<file path="config.mk">
export PLATFORM = sky130hd
export DESIGN_NAME = temp_sensor_monitor
export DESIGN_NICKNAME = d
export VERILOG_FILES = /design/src/rtl/temp_sensor_monitor_pkg.sv /design/src/rtl/temp_edge_sync.sv /design/src/rtl/temp_sensor_monitor.sv
export SDC_FILE = /design/constraint.sdc
export NUM_CORES = 1
export LEC_CHECK = 0
export CORE_AREA = 5 5 81 83
export DETAILED_ROUTE_END_ITERATION = 10
export DIE_AREA = 0 0 86 88
export DONT_BUFFER_PORTS = 1
export PLACE_DENSITY = 0.68
export SYNTH_ARGS = -nofsm -noshare
export SYNTH_HDL_FRONTEND = slang
export SYNTH_HIERARCHICAL = 1
export SYNTH_SLANG_ARGS = --single-unit
</file>
<file path="constraint.sdc">
create_clock -name clk -period 3.2 [get_ports clk]
set_input_delay 0.32 -clock clk [delete_from_list [all_inputs] [get_ports clk]]
set_output_delay 0.32 -clock clk [all_outputs]
set_load 0.01 [all_outputs]
</file>
<file path="src/rtl/temp_sensor_monitor_pkg.sv">
`default_nettype none
// +--------------------------------------------------------------------------+
// | temp_sensor_monitor_pkg: shared constants and FSM state type for the      |
// | ring-oscillator temperature monitors.                                     |
// | Revision: 1.0                                                             |
// +--------------------------------------------------------------------------+
package temp_sensor_monitor_pkg;

  // params
  localparam int TEMP_CNT_WIDTH     = 14;
  localparam int TEMP_WINDOW_CYCLES = 4096;
  localparam int TEMP_FAIL_LIMIT    = 2;
  localparam int TEMP_PASS_LIMIT    = 4;
  localparam int TEMP_SYNC_CYCLES   = 3;

  // le_types
  typedef enum logic [1:0] {
    IDLE  = 2'd0,
    SYNC  = 2'd1,
    COUNT = 2'd2,
    EVAL  = 2'd3
  } temp_mon_state_t;

endpackage
`default_nettype wire

</file>
<file path="src/rtl/temp_edge_sync.sv">
`default_nettype none
// +--------------------------------------------------------------------------+
// | temp_edge_sync: 2-FF synchronizer plus edge-detect FF; pulses one cycle   |
// | for each rising edge of the asynchronous input.                           |
// | Revision: 1.0                                                             |
// +--------------------------------------------------------------------------+
module temp_edge_sync (
  input  logic clk,
  input  logic rst_n,
  input  logic async_i,
  output logic edge_o
);

  logic [2:0] sync_q;
  logic [2:0] sync_d;

  always_comb begin
    sync_d = {sync_q[1:0], async_i};
  end

  always_ff @(posedge clk or negedge rst_n) begin
    if (!rst_n) begin
      sync_q <= '0;
    end else begin
      sync_q <= sync_d;
    end
  end

  assign edge_o = sync_q[1] & ~sync_q[2];

endmodule
`default_nettype wire

</file>
<file path="src/rtl/temp_sensor_monitor.sv">
`default_nettype none
// +--------------------------------------------------------------------------+
// | temp_sensor_monitor: counts ring-oscillator edges per window, compares    |
// | to threshold and drives a debounced good flag with hysteresis.            |
// | Revision: 1.0                                                             |
// +--------------------------------------------------------------------------+
module temp_sensor_monitor
  import temp_sensor_monitor_pkg::*;
#(
  parameter int CNT_WIDTH     = TEMP_CNT_WIDTH,
  parameter int WINDOW_CYCLES = TEMP_WINDOW_CYCLES,
  parameter int FAIL_LIMIT    = TEMP_FAIL_LIMIT,
  parameter int PASS_LIMIT    = TEMP_PASS_LIMIT
) (
  input  logic                 clk,
  input  logic                 rst_n,
  input  logic                 enable_i,
  input  logic                 ro_clk_i,
  input  logic [CNT_WIDTH-1:0] threshold_i,
  output logic [CNT_WIDTH-1:0] count_o,
  output logic                 count_valid_o,
  output logic                 good_o
);

  localparam int CYC_W  = $clog2(WINDOW_CYCLES);
  localparam int PASS_W = $clog2(PASS_LIMIT + 1);
  localparam int FAIL_W = $clog2(FAIL_LIMIT + 1);

  localparam logic [CYC_W-1:0]     LAST_CYC  = CYC_W'(WINDOW_CYCLES - 1);
  localparam logic [CYC_W-1:0]     SYNC_LAST = CYC_W'(TEMP_SYNC_CYCLES - 1);
  localparam logic [CNT_WIDTH-1:0] CNT_MAX   = '1;
  localparam logic [PASS_W-1:0]    PASS_MAX  = PASS_W'(PASS_LIMIT);
  localparam logic [FAIL_W-1:0]    FAIL_MAX  = FAIL_W'(FAIL_LIMIT);

  temp_mon_state_t      state_q, state_d;
  logic [CYC_W-1:0]     cyc_q, cyc_d;
  logic [CNT_WIDTH-1:0] edge_cnt_q, edge_cnt_d;
  logic [CNT_WIDTH-1:0] count_q, count_d;
  logic                 valid_q, valid_d;
  logic                 good_q, good_d;
  logic [PASS_W-1:0]    pass_q, pass_d;
  logic [FAIL_W-1:0]    fail_q, fail_d;
  logic                 ro_edge;

  temp_edge_sync u_edge_sync (
    .clk    (clk),
    .rst_n  (rst_n),
    .async_i(ro_clk_i),
    .edge_o (ro_edge)
  );

  always_comb begin
    state_d    = state_q;
    cyc_d      = cyc_q;
    edge_cnt_d = edge_cnt_q;
    count_d    = count_q;
    valid_d    = 1'b0;
    good_d     = good_q;
    pass_d     = pass_q;
    fail_d     = fail_q;

    case (state_q)
      IDLE: begin
        if (enable_i) begin
          state_d = SYNC;
          cyc_d   = '0;
        end
      end

      SYNC: begin
        if (!enable_i) begin
          state_d = IDLE;
          pass_d  = '0;
          fail_d  = '0;
        end else if (cyc_q == SYNC_LAST) begin
          state_d    = COUNT;
          cyc_d      = '0;
          edge_cnt_d = '0;
        end else begin
          cyc_d = cyc_q + 1'b1;
        end
      end

      COUNT: begin
        if (ro_edge && (edge_cnt_q != CNT_MAX)) begin
          edge_cnt_d = edge_cnt_q + 1'b1;
        end
        // Aborted windows leave count/good untouched but restart both streaks.
        if (!enable_i) begin
          state_d = IDLE;
          pass_d  = '0;
          fail_d  = '0;
        end else if (cyc_q == LAST_CYC) begin
          state_d = EVAL;
        end else begin
          cyc_d = cyc_q + 1'b1;
        end
      end

      EVAL: begin
        valid_d = 1'b1;
        count_d = edge_cnt_q;
        if (edge_cnt_q >= threshold_i) begin
          fail_d = '0;
          pass_d = (pass_q == PASS_MAX) ? pass_q : pass_q + 1'b1;
          if (pass_d == PASS_MAX) begin
            good_d = 1'b1;
          end
        end else begin
          pass_d = '0;
          fail_d = (fail_q == FAIL_MAX) ? fail_q : fail_q + 1'b1;
          if (fail_d == FAIL_MAX) begin
            good_d = 1'b0;
          end
        end
        if (enable_i) begin
          state_d    = COUNT;
          cyc_d      = '0;
          edge_cnt_d = '0;
        end else begin
          state_d = IDLE;
        end
      end

      default: begin
        state_d = IDLE;
      end
    endcase
  end

  always_ff @(posedge clk or negedge rst_n) begin
    if (!rst_n) begin
      state_q    <= IDLE;
      cyc_q      <= '0;
      edge_cnt_q <= '0;
      count_q    <= '0;
      valid_q    <= 1'b0;
      good_q     <= 1'b0;
      pass_q     <= '0;
      fail_q     <= '0;
    end else begin
      state_q    <= state_d;
      cyc_q      <= cyc_d;
      edge_cnt_q <= edge_cnt_d;
      count_q    <= count_d;
      valid_q    <= valid_d;
      good_q     <= good_d;
      pass_q     <= pass_d;
      fail_q     <= fail_d;
    end
  end

  assign count_o       = count_q;
  assign count_valid_o = valid_q;
  assign good_o        = good_q;

endmodule
`default_nettype wire

</file>
==> impl_metrics.csv, run 1 <==
group,metric,value,unit
clock_tree,clk-insertion-delay-late,320,ps
yosys,avgSynthCellArea,9.51,um^2
grt,grt_pass1_vias,2218,
run,maxCapViolations,0,
clock_tree,holdBufCountCts,2,
grt,gr-usage-all-layers,17.3,%
grt,grtUsageMet1,22.6,%
worst_setup_path,rrSetupSlack,270,ps
clock_tree,cts.htree.levels,2,
routing,dr.pass1.iters,4,
yosys,syn_inst,321,
pwr,power_switching,0.000902,W
layout,final_area,3280,um^2
worst_setup_path,cp-start-kind,"register",
layout,regArea,1300,um^2
pwr,power_frac_clock,18.4,%
place,pre_cts_ws,308,ps
pwr,pwr-share-seq,43.2,%
clock_tree,cts_setup_buffers,0,
sta,fin_skew,9.72,ps
layout,diodes,0,
grt,top_usage_layer,"met2",
grt,overflow,0,
yosys,synth_warnings,6,
floorplanning,fp-row-count,28,
layout,finalNetCount,369,
sta,worst_slack,271,ps
place,place_congestion,0.828,
routing,drc,0,
routing,vias,2343,
floorplanning,die_y,88,um
yosys,synth_area,3050,um^2
sta,fin_hold_ws,27.0,ps
layout,num-fill-cells,496,
grt,use_met3,3.86,%
routing,via_per_inst,5.83,
clock_tree,cts_tree,"done",
routing,drt_wl_total,6180,um
sta,worstMarginPinSlew,547,ps
clock_tree,cts_made_buffers,5,
grt,grt_max_degree,53,
sta,tns,0,ps
sta,rsz0062_at_grt,"no",
floorplanning,die_x,86,um
yosys,synth_top_area_share,42.6,%
pwr,intPower,0.00131,W
floorplanning,dieArea,7570,um^2
routing,wl_per_cell,15.4,um
layout,multi_input_area,1580,um^2
yosys,ys_ff_latch,52,
yosys,synth.distinct_cells,43,
worst_setup_path,crit_fanout,15,
routing,ant_nets,0,
floorplanning,core-area,5780,um^2
yosys,synth_fp_nets,364,
sta,finalCritPeriodShare,91.5,%
clock_tree,path_clk_slew,90,ps
sta,setup_viol,0,
pwr,leakage,1.47,nW
pwr,p_per_area,675,nW/um^2
clock_tree,clkSinkCount,52,
sta,finalHoldViolations,0,
place,detailed_place_hpwl,4550,um
worst_setup_path,cp.arrival,3170,ps
clock_tree,clockBufferDepth,2,
clock_tree,cts.repair.resized,0,
layout,drive_gt1_share,11.0,%
worst_setup_path,critPathKind,"register to register",
grt,use_met2,28.7,%
yosys,synth_area_leaders,"dfrtp_1 43%, ha_1 10%, mux2_2 5.5%, o21ai_0 4.3%, inv_1 3.9%",
sta,drv_slew,0,
hold_path,hp-class,"primary input to register",
floorplanning,start_util,52.8,%
layout,syn_to_final_growth,7.58,%
grt,grt_pass1_wl,10400,um
pwr,comb_power_share,38.4,%
outcome,status,"finished, final reports clean",
sta,max_freq,341,MHz
place,placed_area,3150,um^2
grt,antenna_found_initial,0,
worst_setup_path,worst_setup_path_end_kind,"register",
worst_setup_path,required,3440,ps
clock_tree,cts-root-buf,"clkbuf_8",
routing,drt-initial-drc-count,77,
sta,period_needed,2930,ps
pwr,vdd_drop_max,333,uV
floorplanning,io_pins,34,
yosys,ys_seq_area_share,42.6,%
yosys,synth_top_area_cell,"dfrtp_1",
sta,relSlewSlack,63.1,%
place,port_buffers,0,
pwr,p_sw_share,40.7,%
synth_stat cells, drive strengths merged:
cell and n:
a211oi 2, nand2 30, or2 2, or3 7, nor2b 4, o21ai 26, nor3 5, and4 1
nand3 15, o32a 1, nor2 12, o21a 2, o31ai 13, nand2b 5, o41a 1, mux2 15
nand4 6, mux2i 4, o311ai 1, or4 3, o31a 1, dfrtp 52, inv 32, a31o 1
clkbuf 8, a21o 2, a221o 2, a41oi 2, or4b 1, o221ai 3, buf 3, nand3b 3
nor4 3, a2111oi 2, o41ai 2, and3 4, a31oi 3, a32o 2, a21oi 15, ha 25
layout make-up:
cell class              instances  share of cell area (%)
clock buffers                   6                    2.51
clock inverters                 2                   0.457
inverters                      32                    3.66
multi-input cells             226                    48.2
flip-flops and latches         52                    39.6
well taps                      75                    2.86
repair buffers                  9                    2.74
state kept, by name (all words and copies together) (netlist names):
name,cells
count_o,14
count_valid_o,1
cyc_q,12
edge_cnt_q,14
fail_q,2
good_o,1
pass_q,3
state_q,2
u_edge_sync/sync_q,3
per-layer routing:
metal,wire (um),share of wire [%]
met1,3020,49
met2,2890,47
met3,209,3.4
met4,61,0.99
met5,0,0
power groups by stage:
stage,Clock [W],Combinational [W],Sequential [W]
final,0.000407,0.000851,0.000958
after global routing,0.000443,0.000958,0.000976
after global placement,0,0.000811,0.000966
after CTS,0.000413,0.000853,0.000961
after detailed placement,0,0.000829,0.000975
after floorplan,0,0.000655,0.000925
through the flow:
step | power, W | std cells | util, %
2_1_floorplan | 0.00158 | 321 | -
3_3_place_gp | 0.00178 | 392 | 54.5
3_5_place_dp | 0.00180 | 392 | 54.5
4_1_cts | 0.00223 | 402 | 56.8
5_1_grt | 0.00238 | 402 | 56.8
6_report | 0.00222 | 402 | 56.8
path summary, 6_finish.rpt:
path	start	end	cells past startpoint
worst max-delay path	cyc_q[0]	edge_cnt_q[13]	7
worst min-delay path	ro_clk_i	u_edge_sync/sync_q[0]	0
worst max register to register	cyc_q[0]	edge_cnt_q[13]	7
worst min register to register	u_edge_sync/sync_q[0]	u_edge_sync/sync_q[1]	0
max in group asynchronous	rst_n	count_o[4]	2
min in group asynchronous	rst_n	fail_q[0]	2
critical path, stage by stage, from the launching register on:
cell	delay, ps
dfrtp_1	430
inv_1	70
ha_1	130
or4b_4	480
o41a_1	430
or3_1	580
or4_1	560
a21oi_1	160
layout by cell type (no fill, tap or decap), types with 4 or more instances in the layout:
| master | netlist | layout |
|---|---|---|
| mux2i_1 | 4 | 4 |
| clkbuf_8 | 0 | 6 |
| nor2_1 | 12 | 12 |
| mux2_2 | 15 | 15 |
| ha_1 | 25 | 25 |
| dfrtp_1 | 52 | 52 |
| buf_4 | 0 | 7 |
| or3_1 | 7 | 7 |
| nand2_1 | 30 | 30 |
| nand3_1 | 15 | 15 |
| o21ai_0 | 26 | 26 |
| a21oi_1 | 15 | 15 |
| inv_1 | 32 | 32 |
| o31ai_1 | 13 | 13 |
| nor3_1 | 5 | 5 |
| and3_1 | 4 | 4 |
| nand4_1 | 6 | 6 |
| nand2b_1 | 5 | 5 |
logic make-up (layout without fill, tap and decap cells):
family | after synthesis | count (layout) | share of synthesized area (%)
flip-flops | 52 | 52 | 42.6
AO/OA/AOI/OAI | 81 | 81 | 17.5
multiplexers | 19 | 19 | 6.84
adder cells (fa/ha/maj) | 25 | 25 | 10.2
AND/OR/NAND/NOR | 101 | 101 | 17.3
buffers and inverters | 43 | 49 | 5.57
Power figures use the tool's default switching activity.
==> run 2, diff against run 1 <==
Settings changed: CORE_AREA 5 5 81 83 to 5 5 89 91, CTS_BUF_LIST from default to sky130_fd_sc_hd__clkbuf_2 sky130_fd_sc_hd__clkbuf_4 sky130_fd_sc_hd__clkbuf_8, DIE_AREA 0 0 86 88 to 0 0 94 96, PLACE_DENSITY 0.68 to 0.57, SKIP_LAST_GASP from default to 1.
==> run 2 against run 1 <==
Sequential share of layout area fell by 0.61 points. Non-clock buffer count decreased by 1. Critical path type unchanged. Clock-buffer cell count rose by 1. Hold slack better by 14 ps. Register-to-register slack about the same. Critical path depth unchanged. Die area grew 19%. Core utilization down 9.6 points.
==> impl_metrics.csv, run 2 (synthesis results as in run 1) <==
group,metric,value,unit
worst_setup_path,worst-path-buf-inv,1,
grt,grt_pass1_wl,10900,um
clock_tree,cts_setup_buffers,0,
routing,via_per_inst,5.58,
worst_setup_path,cp.arrival,3160,ps
worst_setup_path,max_stage_delay,570,ps
layout,syn_to_final_growth,9.26,%
routing,ant_nets,0,
routing,vias,2370,
place,placed_area,3170,um^2
place,place_congestion,0.782,
hold_path,whs_path_depth,0,
grt,grt_max_degree,53,
sta,finalHoldViolations,0,
sta,setup_viol,0,
sta,worstMarginPinSlew,546,ps
routing,wl_per_cell,15.1,um
hold_path,hp-start,"ro_clk_i",
sta,finalCritPeriodShare,91.6,%
clock_tree,cts_tree,"done",
layout,final_area,3340,um^2
outcome,status,"finished, final reports clean",
worst_setup_path,crit_path_start,"cyc_q[0]",
clock_tree,clkSinkCount,52,
run,maxCapViolations,0,
worst_setup_path,r2r_start,"cyc_q[0]",
worst_setup_path,slowest_stage,"or3_1",
clock_tree,cts.htree.levels,2,
clock_tree,clk-insertion-delay-late,300,ps
layout,drive_gt1_share,10.7,%
worst_setup_path,rrSetupSlack,270,ps
floorplanning,die_x,94,um
place,port_buffers,0,
sta,tns,0,ps
floorplanning,core-area,7060,um^2
layout,diodes,0,
layout,final_common_cell,"dfrtp_1",
worst_setup_path,critPathKind,"register to register",
worst_setup_path,r2r-end,"edge_cnt_q[13]",
pwr,vdd_drop_max,432,uV
routing,dr.pass1.iters,4,
sta,rsz0062_at_grt,"no",
worst_setup_path,worstPathCellList,"inv_1 -> ha_1 -> or4b_4 -> o41a_1 -> or3_1 -> or4_1 -> a21oi_1",
layout,layout_common_cells,"52 x dfrtp_1, 32 x inv_1, 30 x nand2_1, 26 x o21ai_0, 25 x ha_1",
clock_tree,cts-root-buf,"clkbuf_8",
worst_setup_path,r2r_cells,7,
layout,finalNetCount,368,
routing,drc,0,
grt,overflow,0,
routing,drt-initial-drc-count,120,
worst_setup_path,required,3430,ps
floorplanning,start_util,43.2,%
hold_path,hp-class,"primary input to register",
routing,drt_wl_total,6410,um
sta,relSlewSlack,63.2,%
clock_tree,clockBufferDepth,2,
floorplanning,dieArea,9020,um^2
clock_tree,path_clk_slew,90,ps
worst_setup_path,worst_setup_path_end_kind,"register",
clock_tree,cts_made_buffers,5,
grt,antenna_found_initial,0,
floorplanning,fp-row-count,31,
sta,drv_slew,0,
pwr,leakage,1.48,nW
sta,fin_skew,2.92,ps
worst_setup_path,path_delay_family,"simple AND/OR/NAND/NOR gates",
floorplanning,die_y,96,um
worst_setup_path,cp-start-kind,"register",
grt,grt_pass1_vias,2285,
worst_setup_path,crit_fanout,14,
pwr,p_per_area,690,nW/um^2
hold_path,hold_end,"u_edge_sync/sync_q[0]",
grt,gr-usage-all-layers,15.2,%
place,detailed_place_hpwl,4620,um
sta,period_needed,2930,ps
floorplanning,io_pins,34,
sta,max_freq,341,MHz
[run 2: cell types whose count changed in the layout (fill, tap and decap cells not counted)]
| cell | before | now |
|---|---|---|
| clkbuf_8 | 6 | 7 |
| clkinvlp_4 | 2 | 0 |
| buf_4 | 7 | 6 |
| bufinv_16 | 0 | 1 |
[run 2: power by group]
part | switching (W) | internal [W] | leakage (nW)
Combinational | 0.000503 | 0.000349 | 0.719
Clock | 0.000213 | 0.000276 | 0.0645
Sequential | 0.000171 | 0.000788 | 0.698
[run 2: worst max path at each step]
| stage | end | slack, ps | cells past startpoint |
|---|---|---|---|
| after floorplan | edge_cnt_q[9] | 510 | 9 |
| after global placement | edge_cnt_q[13] | 360 | 7 |
| after detailed placement | edge_cnt_q[13] | 280 | 7 |
| after CTS | edge_cnt_q[13] | 250 | 7 |
| after global routing | edge_cnt_q[4] | 90 | 8 |
| final | edge_cnt_q[13] | 270 | 7 |
[run 2: layout make-up]
| cell class | instances | area, um^2 |
|---|---|---|
| Fill cell | 700 | 3720 |
| Clock buffer | 7 | 96.3 |
| Multi-Input combinational cell | 226 | 1580 |
| Sequential cell | 52 | 1300 |
| Clock inverter | 1 | 30.0 |
| Tap cell | 99 | 124 |
| Timing Repair Buffer | 8 | 82.6 |
| Inverter | 32 | 120 |
[run 2: repair_timing]
action                    4_1_cts  5_1_grt
hold buffers                    2        0
gates resized for setup         0        0
hold endpoints to repair       52        0
[run 2: through the flow]
stage | hold WS (ps) | total power [W] | std cells | worst slack (ps) | util (%)
6_report | 40.8 | 0.00230 | 425 | 269 | 47.3
3_3_place_gp | 25.9 | 0.00179 | 415 | 360 | 44.9
5_1_grt | 19.3 | 0.00250 | 425 | 93.1 | 47.3
4_1_cts | 30.3 | 0.00233 | 425 | 252 | 47.3
2_1_floorplan | 24.4 | 0.00158 | 321 | 512 | -
3_5_place_dp | 25.9 | 0.00181 | 415 | 281 | 44.9
[run 2: per-layer routing]
| metal | wire [um] | track usage (%) |
|---|---|---|
| met5 | 0 | 0 |
| met4 | 49 | 3.25 |
| met3 | 263 | 3.67 |
| met2 | 2930 | 25.8 |
| met1 | 3170 | 19.8 |
